===== config.mk =====
export PLATFORM = sky130hd
export DESIGN_NAME = mem_stage_access
export DESIGN_NICKNAME = d
export VERILOG_FILES = /design/src/rtl/mem_stage_access.sv
export SDC_FILE = /design/constraint.sdc
export NUM_CORES = 1
export LEC_CHECK = 0
export CORE_UTILIZATION = 35
export CTS_BUF_LIST = sky130_fd_sc_hd__clkbuf_4 sky130_fd_sc_hd__clkbuf_8
export CTS_CLUSTER_DIAMETER = 30
export DETAILED_ROUTE_END_ITERATION = 7
export PLACE_DENSITY = 0.75
export SLEW_MARGIN = 20
export SYNTH_ARGS = -nofsm -noshare
export SYNTH_HDL_FRONTEND = slang
export SYNTH_SLANG_ARGS = --single-unit

===== constraint.sdc =====
create_clock -name clk -period 2 [get_ports clk]
set_clock_uncertainty 0.1 [all_clocks]
set_input_delay 0.5 -clock clk [delete_from_list [all_inputs] [get_ports clk]]
set_output_delay 0.5 -clock clk [all_outputs]
set_load 0.02 [all_outputs]

===== src/rtl/mem_stage_access.sv =====
// -----------------------------------------------------------------------------
// mem_stage_access
//
// MEM stage of the 5-stage pipeline. Word loads and stores from the EX/MEM
// register are issued to a multi-cycle data-memory bus (valid/ready request,
// valid-only response). MEM_stall holds the earlier stages while an access
// is outstanding. The stage also contains the MEM/WB pipeline register.
//
// Parameters
//   TIMEOUT_CYCLES  cycles spent in REQ+RESP before an access is abandoned
//                   (1 .. 2**CNT_W-1)
//   CNT_W           width of the timeout counter
//
// Ports
//   clk, reset                 rising-edge clock, asynchronous active-low reset
//   MEM_*                      instruction currently in MEM (from EX/MEM)
//   MEM_stall                  combinational hold for EX/MEM and ID/EX
//   mem_fault                  one-cycle pulse: misaligned access or timeout
//   bus_req_*                  registered request channel (word address)
//   bus_rsp_valid/_data        response channel (read data or write ack)
//   WB_*                       MEM/WB pipeline register outputs
// -----------------------------------------------------------------------------
module mem_stage_access #(
    parameter int unsigned TIMEOUT_CYCLES = 255,
    parameter int unsigned CNT_W          = 8
) (
    input  logic        clk,
    input  logic        reset,

    input  logic [31:0] MEM_PC,
    input  logic        MEM_RegWrite,
    input  logic        MEM_MemRead,
    input  logic        MEM_MemWrite,
    input  logic [1:0]  MEM_MemtoReg,
    input  logic [31:0] MEM_ALUOut,
    input  logic [31:0] MEM_RegRtData,
    input  logic [4:0]  MEM_RegWrAddr,

    output logic        MEM_stall,
    output logic        mem_fault,

    output logic        bus_req_valid,
    input  logic        bus_req_ready,
    output logic        bus_req_we,
    output logic [31:0] bus_req_addr,
    output logic [31:0] bus_req_wdata,
    input  logic        bus_rsp_valid,
    input  logic [31:0] bus_rsp_data,

    output logic [31:0] WB_PC,
    output logic        WB_RegWrite,
    output logic [1:0]  WB_MemtoReg,
    output logic [31:0] WB_ALUOut,
    output logic [31:0] WB_MemData,
    output logic [4:0]  WB_RegWrAddr
);

    typedef enum logic [1:0] {
        IDLE = 2'd0,
        REQ  = 2'd1,
        RESP = 2'd2
    } state_t;

    // The counter value seen during the last permitted bus cycle.
    localparam logic [CNT_W-1:0] CNT_LAST = CNT_W'(TIMEOUT_CYCLES - 1);

    state_t           state;
    logic [CNT_W-1:0] cnt;

    logic access;
    logic misaligned;
    logic busy;
    logic completing;
    logic expire;
    logic retire;
    logic retire_rw;
    logic take_load;

    // -------------------------------------------------------------------------
    // Decode of the current cycle
    // -------------------------------------------------------------------------
    always_comb begin
        access     = MEM_MemRead | MEM_MemWrite;
        misaligned = access & (MEM_ALUOut[1:0] != 2'b00);
        busy       = (state == REQ) | (state == RESP);

        // A response in REQ only counts together with the handshake that
        // accepts the request; otherwise it is a stray and ignored.
        completing = ((state == REQ)  & bus_req_ready & bus_rsp_valid)
                   | ((state == RESP) & bus_rsp_valid);

        // Abandon during the TIMEOUT_CYCLES-th bus cycle; a completion in
        // that same cycle still wins.
        expire     = busy & ~completing & (cnt == CNT_LAST);

        MEM_stall  = ((state == IDLE) & access & ~misaligned)
                   | (busy & ~completing & ~expire);

        // Whenever the stall is low the instruction leaves MEM this edge.
        retire     = ~MEM_stall;
        retire_rw  = 1'b0;
        take_load  = 1'b0;
        case (state)
            IDLE: begin
                retire_rw = ~access & MEM_RegWrite;
            end
            REQ, RESP: begin
                retire_rw = completing & MEM_RegWrite;
                take_load = completing & MEM_MemRead;
            end
            default: begin
                retire_rw = 1'b0;
            end
        endcase
    end

    // -------------------------------------------------------------------------
    // Access FSM with registered bus request and fault pulse
    // -------------------------------------------------------------------------
    always_ff @(posedge clk or negedge reset) begin
        if (!reset) begin
            state         <= IDLE;
            cnt           <= '0;
            mem_fault     <= 1'b0;
            bus_req_valid <= 1'b0;
            bus_req_we    <= 1'b0;
            bus_req_addr  <= '0;
            bus_req_wdata <= '0;
        end else begin
            mem_fault <= 1'b0;
            case (state)
                IDLE: begin
                    cnt <= '0;
                    if (misaligned) begin
                        mem_fault <= 1'b1;
                    end else if (access) begin
                        state         <= REQ;
                        bus_req_valid <= 1'b1;
                        bus_req_we    <= MEM_MemWrite;
                        bus_req_addr  <= {MEM_ALUOut[31:2], 2'b00};
                        bus_req_wdata <= MEM_RegRtData;
                    end
                end

                REQ, RESP: begin
                    if (completing) begin
                        state         <= IDLE;
                        cnt           <= '0;
                        bus_req_valid <= 1'b0;
                    end else if (expire) begin
                        state         <= IDLE;
                        cnt           <= '0;
                        bus_req_valid <= 1'b0;
                        mem_fault     <= 1'b1;
                    end else begin
                        cnt <= cnt + CNT_W'(1);
                        if ((state == REQ) && bus_req_ready) begin
                            state         <= RESP;
                            bus_req_valid <= 1'b0;
                        end
                    end
                end

                default: begin
                    state         <= IDLE;
                    cnt           <= '0;
                    bus_req_valid <= 1'b0;
                end
            endcase
        end
    end

    // -------------------------------------------------------------------------
    // MEM/WB pipeline register
    // While stalled a bubble (RegWrite=0) is loaded and the data fields hold.
    // Faulting instructions retire with RegWrite=0. WB_MemData only changes
    // on a completed load.
    // -------------------------------------------------------------------------
    always_ff @(posedge clk or negedge reset) begin
        if (!reset) begin
            WB_PC        <= '0;
            WB_RegWrite  <= 1'b0;
            WB_MemtoReg  <= '0;
            WB_ALUOut    <= '0;
            WB_MemData   <= '0;
            WB_RegWrAddr <= '0;
        end else begin
            WB_RegWrite <= retire & retire_rw;
            if (retire) begin
                WB_PC        <= MEM_PC;
                WB_MemtoReg  <= MEM_MemtoReg;
                WB_ALUOut    <= MEM_ALUOut;
                WB_RegWrAddr <= MEM_RegWrAddr;
            end
            if (take_load) begin
                WB_MemData <= bus_rsp_data;
            end
        end
    end

endmodule


==> metrics.json, run 1 <==
{
  "outcome": "complete, but fails checks",
  "failed_checks": "setup timing",
  "post_synth_xor_area_fraction": 0.007629,
  "grt_setup_unrepaired": "yes",
  "timing.critical_path.from": "state[1]",
  "cp_data_required_time_ps": 1400,
  "syn2layout_area_growth_pct": 59.47,
  "synth_async_sr_flop_share": 1.000,
  "clock_tree.htree_level_count": 4,
  "finalWorstPathRequiredPeriod_ps": 2333,
  "synth-seq-cells": 178,
  "cts.root.buffer_cell": "sky130_fd_sc_hd__clkbuf_8",
  "start_util": 0.3622,
  "finalMaxSlewViolations": 0,
  "maxCapViolCount": 0,
  "mappedNetlistArea_um2": 6888,
  "power_density_over_the_cells_nw_per_um2": 1584,
  "drt_pre_antenna_iters": 4,
  "synth_mux_area_frac": 0.2730,
  "number_of_antenna_violations_at_the_first_check_in_global_routing": 0,
  "power.net_switching_mw": 6.755,
  "post-route-cell-area_um2": 10980,
  "r2r_cells": 8,
  "cell_taking_the_most_area_after_synthesis": "sky130_fd_sc_hd__dfrtp_1",
  "netlist_instances": 425,
  "detail_route.wl_per_cell_um": 17.07,
  "wl_met1_um": 6771,
  "nNetsFinal": 932,
  "design_power_total_mw": 17.40,
  "dr_wl_met2_um": 9652,
  "timing.final.hold_violations": 0,
  "critPathLaunchType": "register",
  "grt_pass1_wl_um": 27280,
  "tritoncts.num_buffers": 17,
  "critical_path.endpoint_type": "output pin",
  "fmaxAchievable_mhz": 428.6,
  "grt_start_max_net_pins": 44,
  "route.vias.total": 4869,
  "via_count_of_the_first_global_routing_pass": 5293,
  "detail_route.iter0.violations": 112,
  "synth-compound-area-share": 0.01381,
  "power.switching_fraction": 0.3882,
  "post_synth_simple_gate_area": 0.02398,
  "ys.flop_type": "sky130_fd_sc_hd__dfrtp_1",
  "synth_area_leaders": "sky130_fd_sc_hd__dfrtp_1 65%, sky130_fd_sc_hd__mux2_2 19%, sky130_fd_sc_hd__mux2_1 8.5%",
  "clock-sinks": 178,
  "num_rows": 50,
  "chipWidth_um": 142.3,
  "fin_ws_ps": -333.2,
  "register_to_register_setup_slack_ps": -280,
  "antenna-diode-count": 0,
  "timing.final.setup_violations": 95,
  "floorplan.die.height_um": 142.3,
  "global_route.overflow_total": 0,
  "classification_of_the_worst_setup_path": "reg2out",
  "path_max_fanout": 4,
  "finalWirelength_um": 18040,
  "yosysWarningCount": 0,
  "met3_wire_len_um": 1309,
  "min_path_cells": 1,
  "worst_hold_path.endpoint": "WB_ALUOut[1]",
  "comb_power_share": 0.499,
  "vdd_ir_drop_max_mv": 0.7510,
  "synth_adder_area_share": 0.01090,
  "critPathArrivalTime_ps": 1730,
  "core_area_um2": 19020,
  "clkTransAtPathRegs_ps": 90,
  "port-buffer-count": 311,
  "fp.dieArea_um2": 20250,
  "clock_power_share": 0.145,
  "cts_tree": "yes",
  "crit-reg2reg-capture": "WB_ALUOut[28]",
  "total_leakage_power_nw": 4.976,
  "top_area_cell_type_share_of_the_netlist_area": 0.6467,
  "ioPinCount": 314,
  "yosysUniqueCellTypes": 35,
  "avgSynthCellArea_um2": 16.21,
  "fillers": 1626,
  "largest_family_of_logic_cells_by_synthesized_area": "multiplexers",
  "post_synthesis_sequential_area_ratio": 0.6467,
  "drc": 0,
  "worstSkewPairLatency_ps": 440,
  "timing.hold.worst.start": "WB_ALUOut[1]",
  "hpwlAfterDp_um": 13440,
  "hp-class": "reg2reg",
  "maximum_root_to_sink_buffer_count": 2,
  "fraction_of_layout_instances_using_a_drive_strength_above_1": 0.2610,
  "finalCritPeriodShare": 1.167,
  "viasPerCell": 4.606,
  "dpl_cell_area_um2": 10590,
  "cellInternalPower_mw": 10.65,
  "synth_enable_flop_cells": 0,
  "topRoutingLayerUsed": "met4",
  "sequentialPowerShare": 0.355,
  "gp_routability_congestion": 0.8034,
  "ant_nets": 0,
  "grt_util_all_layers": 0.1776,
  "r2r_start": "state[1]"
}
logic make-up after synthesis:
logic type,count (synthesis)
xor gates and xnor gates,6
and+or+nand+nor,30
buffers and inverters,24
DFF,178
AOI/OAI and AO/OA,13
other,1
adders and majority gates,6
muxes,167
synth_stat cells (all sizes together) (2+ instances only):
cell type / instances
dfrtp: 178
mux2: 167
buf: 18
nor2: 12
ha: 6
o21ai: 6
inv: 5
xor2: 5
nand3: 4
nor3: 4
nand2: 3
a21oi: 2
nand4: 2
per-stage QoR:
step | setup TNS, ps | hold slack [ps] | utilization | std cells | worst slack [ps]
6_report | -12430 | 388.7 | 0.5776 | 1057 | -333.2
3_3_place_gp | -60260 | 359.7 | 0.5566 | 1016 | -720.6
3_5_place_dp | -66200 | 361.8 | 0.5566 | 1016 | -762.1
2_1_floorplan | -17.03 | 104.4 | - | 426 | -17.03
4_1_cts | -12590 | 396.3 | 0.5716 | 1052 | -389.8
5_1_grt | -20570 | 405.5 | 0.5776 | 1057 | -439.7
sequential cells by signal (all words and copies together), names as in the netlist:
name,count
WB_ALUOut,32
WB_MemData,32
WB_PC,32
bus_req_wdata,32
bus_req_addr,30
cnt,8
WB_RegWrAddr,5
WB_MemtoReg,2
WB_RegWrite,1
bus_req_valid,1
bus_req_we,1
mem_fault,1
state,1
layer usage:
layer / vias up / global-route usage
met2: 185 / 0.3328
met1: 2441 / 0.1863
met4: 0 / 0.05942
li1: 2221 / -
met3: 22 / 0.05585
met5: - / 0
power by group through the flow:
stage | combinational [mW] | clock, mW | sequential [mW]
after floorplan | 2.70 | 0 | 8.39
after global placement | 9.45 | 0 | 6.22
after detailed placement | 9.64 | 0 | 6.35
after CTS | 8.68 | 2.61 | 6.21
after global routing | 9.21 | 2.78 | 6.42
final | 8.69 | 2.53 | 6.18
placed cells by master, fill, tap and decap left out, types with 4 or more instances in the layout:
cell | netlist | final
sky130_fd_sc_hd__inv_6 | 0 | 5
sky130_fd_sc_hd__nand3_1 | 4 | 4
sky130_fd_sc_hd__clkbuf_8 | 0 | 19
sky130_fd_sc_hd__dfrtp_1 | 178 | 176
sky130_fd_sc_hd__ha_1 | 6 | 4
sky130_fd_sc_hd__buf_4 | 2 | 32
sky130_fd_sc_hd__xor2_1 | 5 | 5
sky130_fd_sc_hd__nor2_1 | 11 | 11
sky130_fd_sc_hd__mux2_2 | 115 | 115
sky130_fd_sc_hd__mux2_1 | 52 | 52
sky130_fd_sc_hd__buf_12 | 0 | 7
sky130_fd_sc_hd__clkdlybuf4s50_1 | 0 | 140
sky130_fd_sc_hd__dlygate4sd2_1 | 0 | 168
repair_timing:
item | CTS | global route
resized for setup | 183 | 3
pin swaps | 1 | 1
gates cloned | 1 | 4
hold buffers | 1 | 0
setup endpoints to repair | 242 | 132
hold endpoints to repair | 36 | 0
buffers inserted | 2 | 1
critical path, stage by stage (launching register included):
cell	delay [ps]
sky130_fd_sc_hd__dfrtp_2	440
sky130_fd_sc_hd__inv_2	70
sky130_fd_sc_hd__ha_4	170
sky130_fd_sc_hd__a21oi_4	130
sky130_fd_sc_hd__o21ai_2	90
sky130_fd_sc_hd__o21ai_4	230
sky130_fd_sc_hd__buf_6	160
worst max path at each step:
stage          cells past startpoint   endpoint  slack (ps)
6_report                           6  MEM_stall        -330
5_1_grt                            5  MEM_stall        -440
4_1_cts                            5  MEM_stall        -390
3_5_place_dp                       5  MEM_stall        -760
3_3_place_gp                       5  MEM_stall        -720
2_1_floorplan                      5  MEM_stall         -20
final cells by class:
type	count	area, µm²	area share
Multi-Input combinational cell	224	2318	0.2111
Timing Repair Buffer	358	3452	0.3143
Sequential cell	178	4457	0.4057
Tap cell	260	325.3	0.02962
Clock inverter	12	143.9	0.01310
Inverter	5	18.77	0.001709
Clock buffer	20	269.0	0.02449
Power figures use the tool's default switching activity.
==> run 2: changes to the inputs <==
==> constraint.sdc (replaced) <==
create_clock -name clk -period 2 [get_ports clk]
set_clock_uncertainty 0.1 [all_clocks]
set_input_delay 0.5 -clock clk [delete_from_list [all_inputs] [get_ports clk]]
set_output_delay 0.5 -clock clk [all_outputs]
set_load 0.005 [all_outputs]
==> run 2 against run 1 <==
Against the previous run: the run still ends with setup timing left; sequential cell count unchanged; global-route usage up 1.9 points; register-to-register slack worse by 20 ps; combinational power up 11%; setup slack better by 37 ps; utilization up 4.5 points; critical path depth up 4; hold slack better by 7.4 ps; maximum frequency up 1.6%; non-clock buffer count up 19.
==> metrics.json, run 2 (synthesis gave the netlist of run 1 again) <==
{
  "final_cell_mix": "248 x sky130_fd_sc_hd__clkdlybuf4s50_1, 177 x sky130_fd_sc_hd__dfrtp_1, 101 x sky130_fd_sc_hd__mux2_2, 52 x sky130_fd_sc_hd__dlymetal6s2s_1, 39 x sky130_fd_sc_hd__mux2_4",
  "path_max_fanout": {"value": 6, "change": "+2"},
  "vdd_ir_drop_max": {"value": 0.6654, "unit": "mV", "change": "-11%"},
  "outcome": "complete, but fails checks",
  "num_rows": {"value": 50, "change": "unchanged"},
  "hp-class": "reg2reg",
  "cts_tree": "yes",
  "use_met2": {"value": 0.3480, "change": "+0.01522"},
  "power_density_over_the_cells": {"value": 1543, "unit": "nW/µm²", "change": "-2.6%"},
  "post-route-cell-area": {"value": 11840, "unit": "µm²", "change": "+7.8%"},
  "fraction_of_layout_instances_using_a_drive_strength_above_1": {"value": 0.3100, "change": "+0.04907"},
  "core_area": {"value": 19020, "unit": "µm²", "change": "unchanged"},
  "start_util": {"value": 0.3622, "change": "unchanged"},
  "via_count_of_the_first_global_routing_pass": {"value": 5489, "change": "+3.7%"},
  "clkTransAtPathRegs": {"value": 100, "unit": "ps", "change": "about the same"},
  "clock-sinks": {"value": 178, "change": "unchanged"},
  "maximum_root_to_sink_buffer_count": {"value": 2, "change": "unchanged"},
  "fillers": {"value": 1469, "change": "-9.7%"},
  "syn2layout_area_growth_pct": 71.93,
  "globalRoute.busiestLayer": "met2",
  "finalWirelength": {"value": 20270, "unit": "µm", "change": "+12%"},
  "worst_path_max_delay_cell": "sky130_fd_sc_hd__dfrtp_1",
  "route.vias.total": {"value": 4974, "change": "+2.2%"},
  "finalMaxSlewViolations": {"value": 0, "change": "unchanged"},
  "grt_util_all_layers": {"value": 0.1967, "change": "+0.01912"},
  "total_leakage_power": {"value": 5.549, "unit": "nW", "change": "+12%"},
  "critical_path.endpoint_type": "register",
  "hpwlAfterDp": {"value": 13470, "unit": "µm", "change": "+0.25%"},
  "port-buffer-count": {"value": 311, "change": "unchanged"},
  "drc": {"value": 0, "change": "unchanged"},
  "tritoncts.num_buffers": {"value": 17, "change": "unchanged"},
  "critPathLaunchType": "register",
  "global_route.overflow_total": {"value": 0, "change": "unchanged"},
  "fp.dieArea": {"value": 20250, "unit": "µm²", "change": "unchanged"},
  "worstPathCellList": "inv_2, ha_4, a21oi_4, o21ai_4, o21ai_4, buf_4, buf_6, buf_8, bufbuf_16, mux2_1",
  "grt_start_max_net_pins": {"value": 59, "change": "+34%"},
  "ant_nets": {"value": 0, "change": "unchanged"},
  "cts.root.buffer_cell": "sky130_fd_sc_hd__clkbuf_8",
  "fin_worst_hold_slack": {"value": 396.1, "unit": "ps", "change": "+7.387 ps"},
  "detail_route.iter0.violations": {"value": 107, "change": "-4.5%"},
  "maxCapViolCount": {"value": 0, "change": "unchanged"},
  "finalWorstPathRequiredPeriod": {"value": 2297, "unit": "ps", "change": "-36.65 ps"},
  "timing.final.hold_violations": {"value": 0, "change": "unchanged"},
  "fin_ws": {"value": -296.5, "unit": "ps", "change": "+36.65 ps"},
  "antenna-diode-count": {"value": 0, "change": "unchanged"},
  "critPathArrivalTime": {"value": 2540, "unit": "ps", "change": "+810 ps"},
  "dpl_cell_area": {"value": 10540, "unit": "µm²", "change": "-0.41%"},
  "slowest_delay": {"value": 430, "unit": "ps", "change": "about the same"},
  "met1_usage": {"value": 0.2271, "change": "+0.04082"},
  "number_of_antenna_violations_at_the_first_check_in_global_routing": {"value": 0, "change": "unchanged"},
  "clock_tree.htree_level_count": {"value": 4, "change": "unchanged"},
  "drt_pre_antenna_iters": {"value": 4, "change": "unchanged"},
  "ioPinCount": {"value": 314, "change": "unchanged"},
  "grt_pass1_wl": {"value": 29880, "unit": "µm", "change": "+9.5%"},
  "path_common_cell": "sky130_fd_sc_hd__o21ai_4",
  "floorplan.die.height": {"value": 142.3, "unit": "µm", "change": "unchanged"},
  "grtUsageMet3": {"value": 0.05485, "change": "-0.001009"},
  "viasPerCell": {"value": 4.623, "change": "+0.35%"},
  "chipWidth": {"value": 142.3, "unit": "µm", "change": "unchanged"},
  "finalCritPeriodShare": {"value": 1.148, "change": "-0.01833"},
  "design_power_total": {"value": 18.28, "unit": "mW", "change": "+5.0%"},
  "cp_data_required_time": {"value": 2240, "unit": "ps", "change": "+840 ps"},
  "worstSkewPairLatency": {"value": 450, "unit": "ps", "change": "about the same"},
  "detail_route.wl_per_cell": {"value": 18.84, "unit": "µm", "change": "+10%"},
  "mostFrequentLayoutCell": "sky130_fd_sc_hd__clkdlybuf4s50_1",
  "timing.final.setup_violations": {"value": 88, "change": "-7.4%"},
  "classification_of_the_worst_setup_path": "reg2reg",
  "grt_setup_unrepaired": "yes",
  "nNetsFinal": {"value": 951, "change": "+2.0%"},
  "final.setup.tns": {"value": -18770, "unit": "ps", "change": "-6338 ps"},
  "fmaxAchievable": {"value": 435.4, "unit": "MHz", "change": "+1.6%"},
  "failed_checks": "setup timing",
  "gp_routability_congestion": {"value": 0.8056, "change": "+0.27%"}
}
-- run 2: stage by stage --
stage                     setup WS (ps)  std cells  utilization
after floorplan                   6.046        426            -
after global placement           -595.3       1013       0.5543
after detailed placement         -627.2       1013       0.5543
after CTS                        -375.9       1066       0.6049
after global routing             -408.9       1076       0.6227
final                            -296.5       1076       0.6227
-- run 2: worst paths after layout --
check                                  start                end  slack (ps)  cells past startpoint
worst min-delay path            WB_ALUOut[4]       WB_ALUOut[4]         400                      1
worst max-delay path                state[1]      WB_ALUOut[17]        -300                     10
worst min register to register  WB_ALUOut[4]       WB_ALUOut[4]         400                      1
max in group asynchronous              reset  bus_req_wdata[12]         690                      3
worst max register to register      state[1]      WB_ALUOut[17]        -300                     10
min in group asynchronous              reset          WB_PC[27]         440                      2
-- run 2: layer usage --
| metal | share of wire | wire length (µm) |
|---|---|---|
| met1 | 0.40 | 8071 |
| met4 | 0.019 | 378 |
| met2 | 0.52 | 10470 |
| met5 | 0 | 0 |
| met3 | 0.067 | 1349 |
-- run 2: timing repair --
item	4_1_cts	5_1_grt
hold endpoints to repair	35	0
setup buffers	8	15
gates cloned	13	1
endpoints found under the setup margin	141	160
pin swaps	2	1
hold buffers	1	0
gates resized for setup	42	107
-- run 2: area by class of cell --
cell class / count / area (µm²) / area share
Sequential cell: 178 / 4456 / 0.3762
Timing Repair Buffer: 377 / 4168 / 0.3519
Multi-Input combinational cell: 224 / 2487 / 0.2100
Tap cell: 260 / 325.3 / 0.02747
Clock buffer: 18 / 247.7 / 0.02092
Clock inverter: 14 / 137.6 / 0.01162
Inverter: 5 / 21.27 / 0.001796
-- run 2: power by group --
group / leakage (nW) / internal, mW / switching [mW]
logic: 3.22 / 6.50 / 3.11
clock network: 0.199 / 0.963 / 1.45
registers: 2.13 / 5.34 / 0.918
-- run 2: worst max-delay path: cells and delay by family, from the launching register on --
kind	cells	cell delay (ps)
fa+ha+maj	1	180
mux	1	330
buf+inv	5	730
flops	1	430
compound gates	3	420
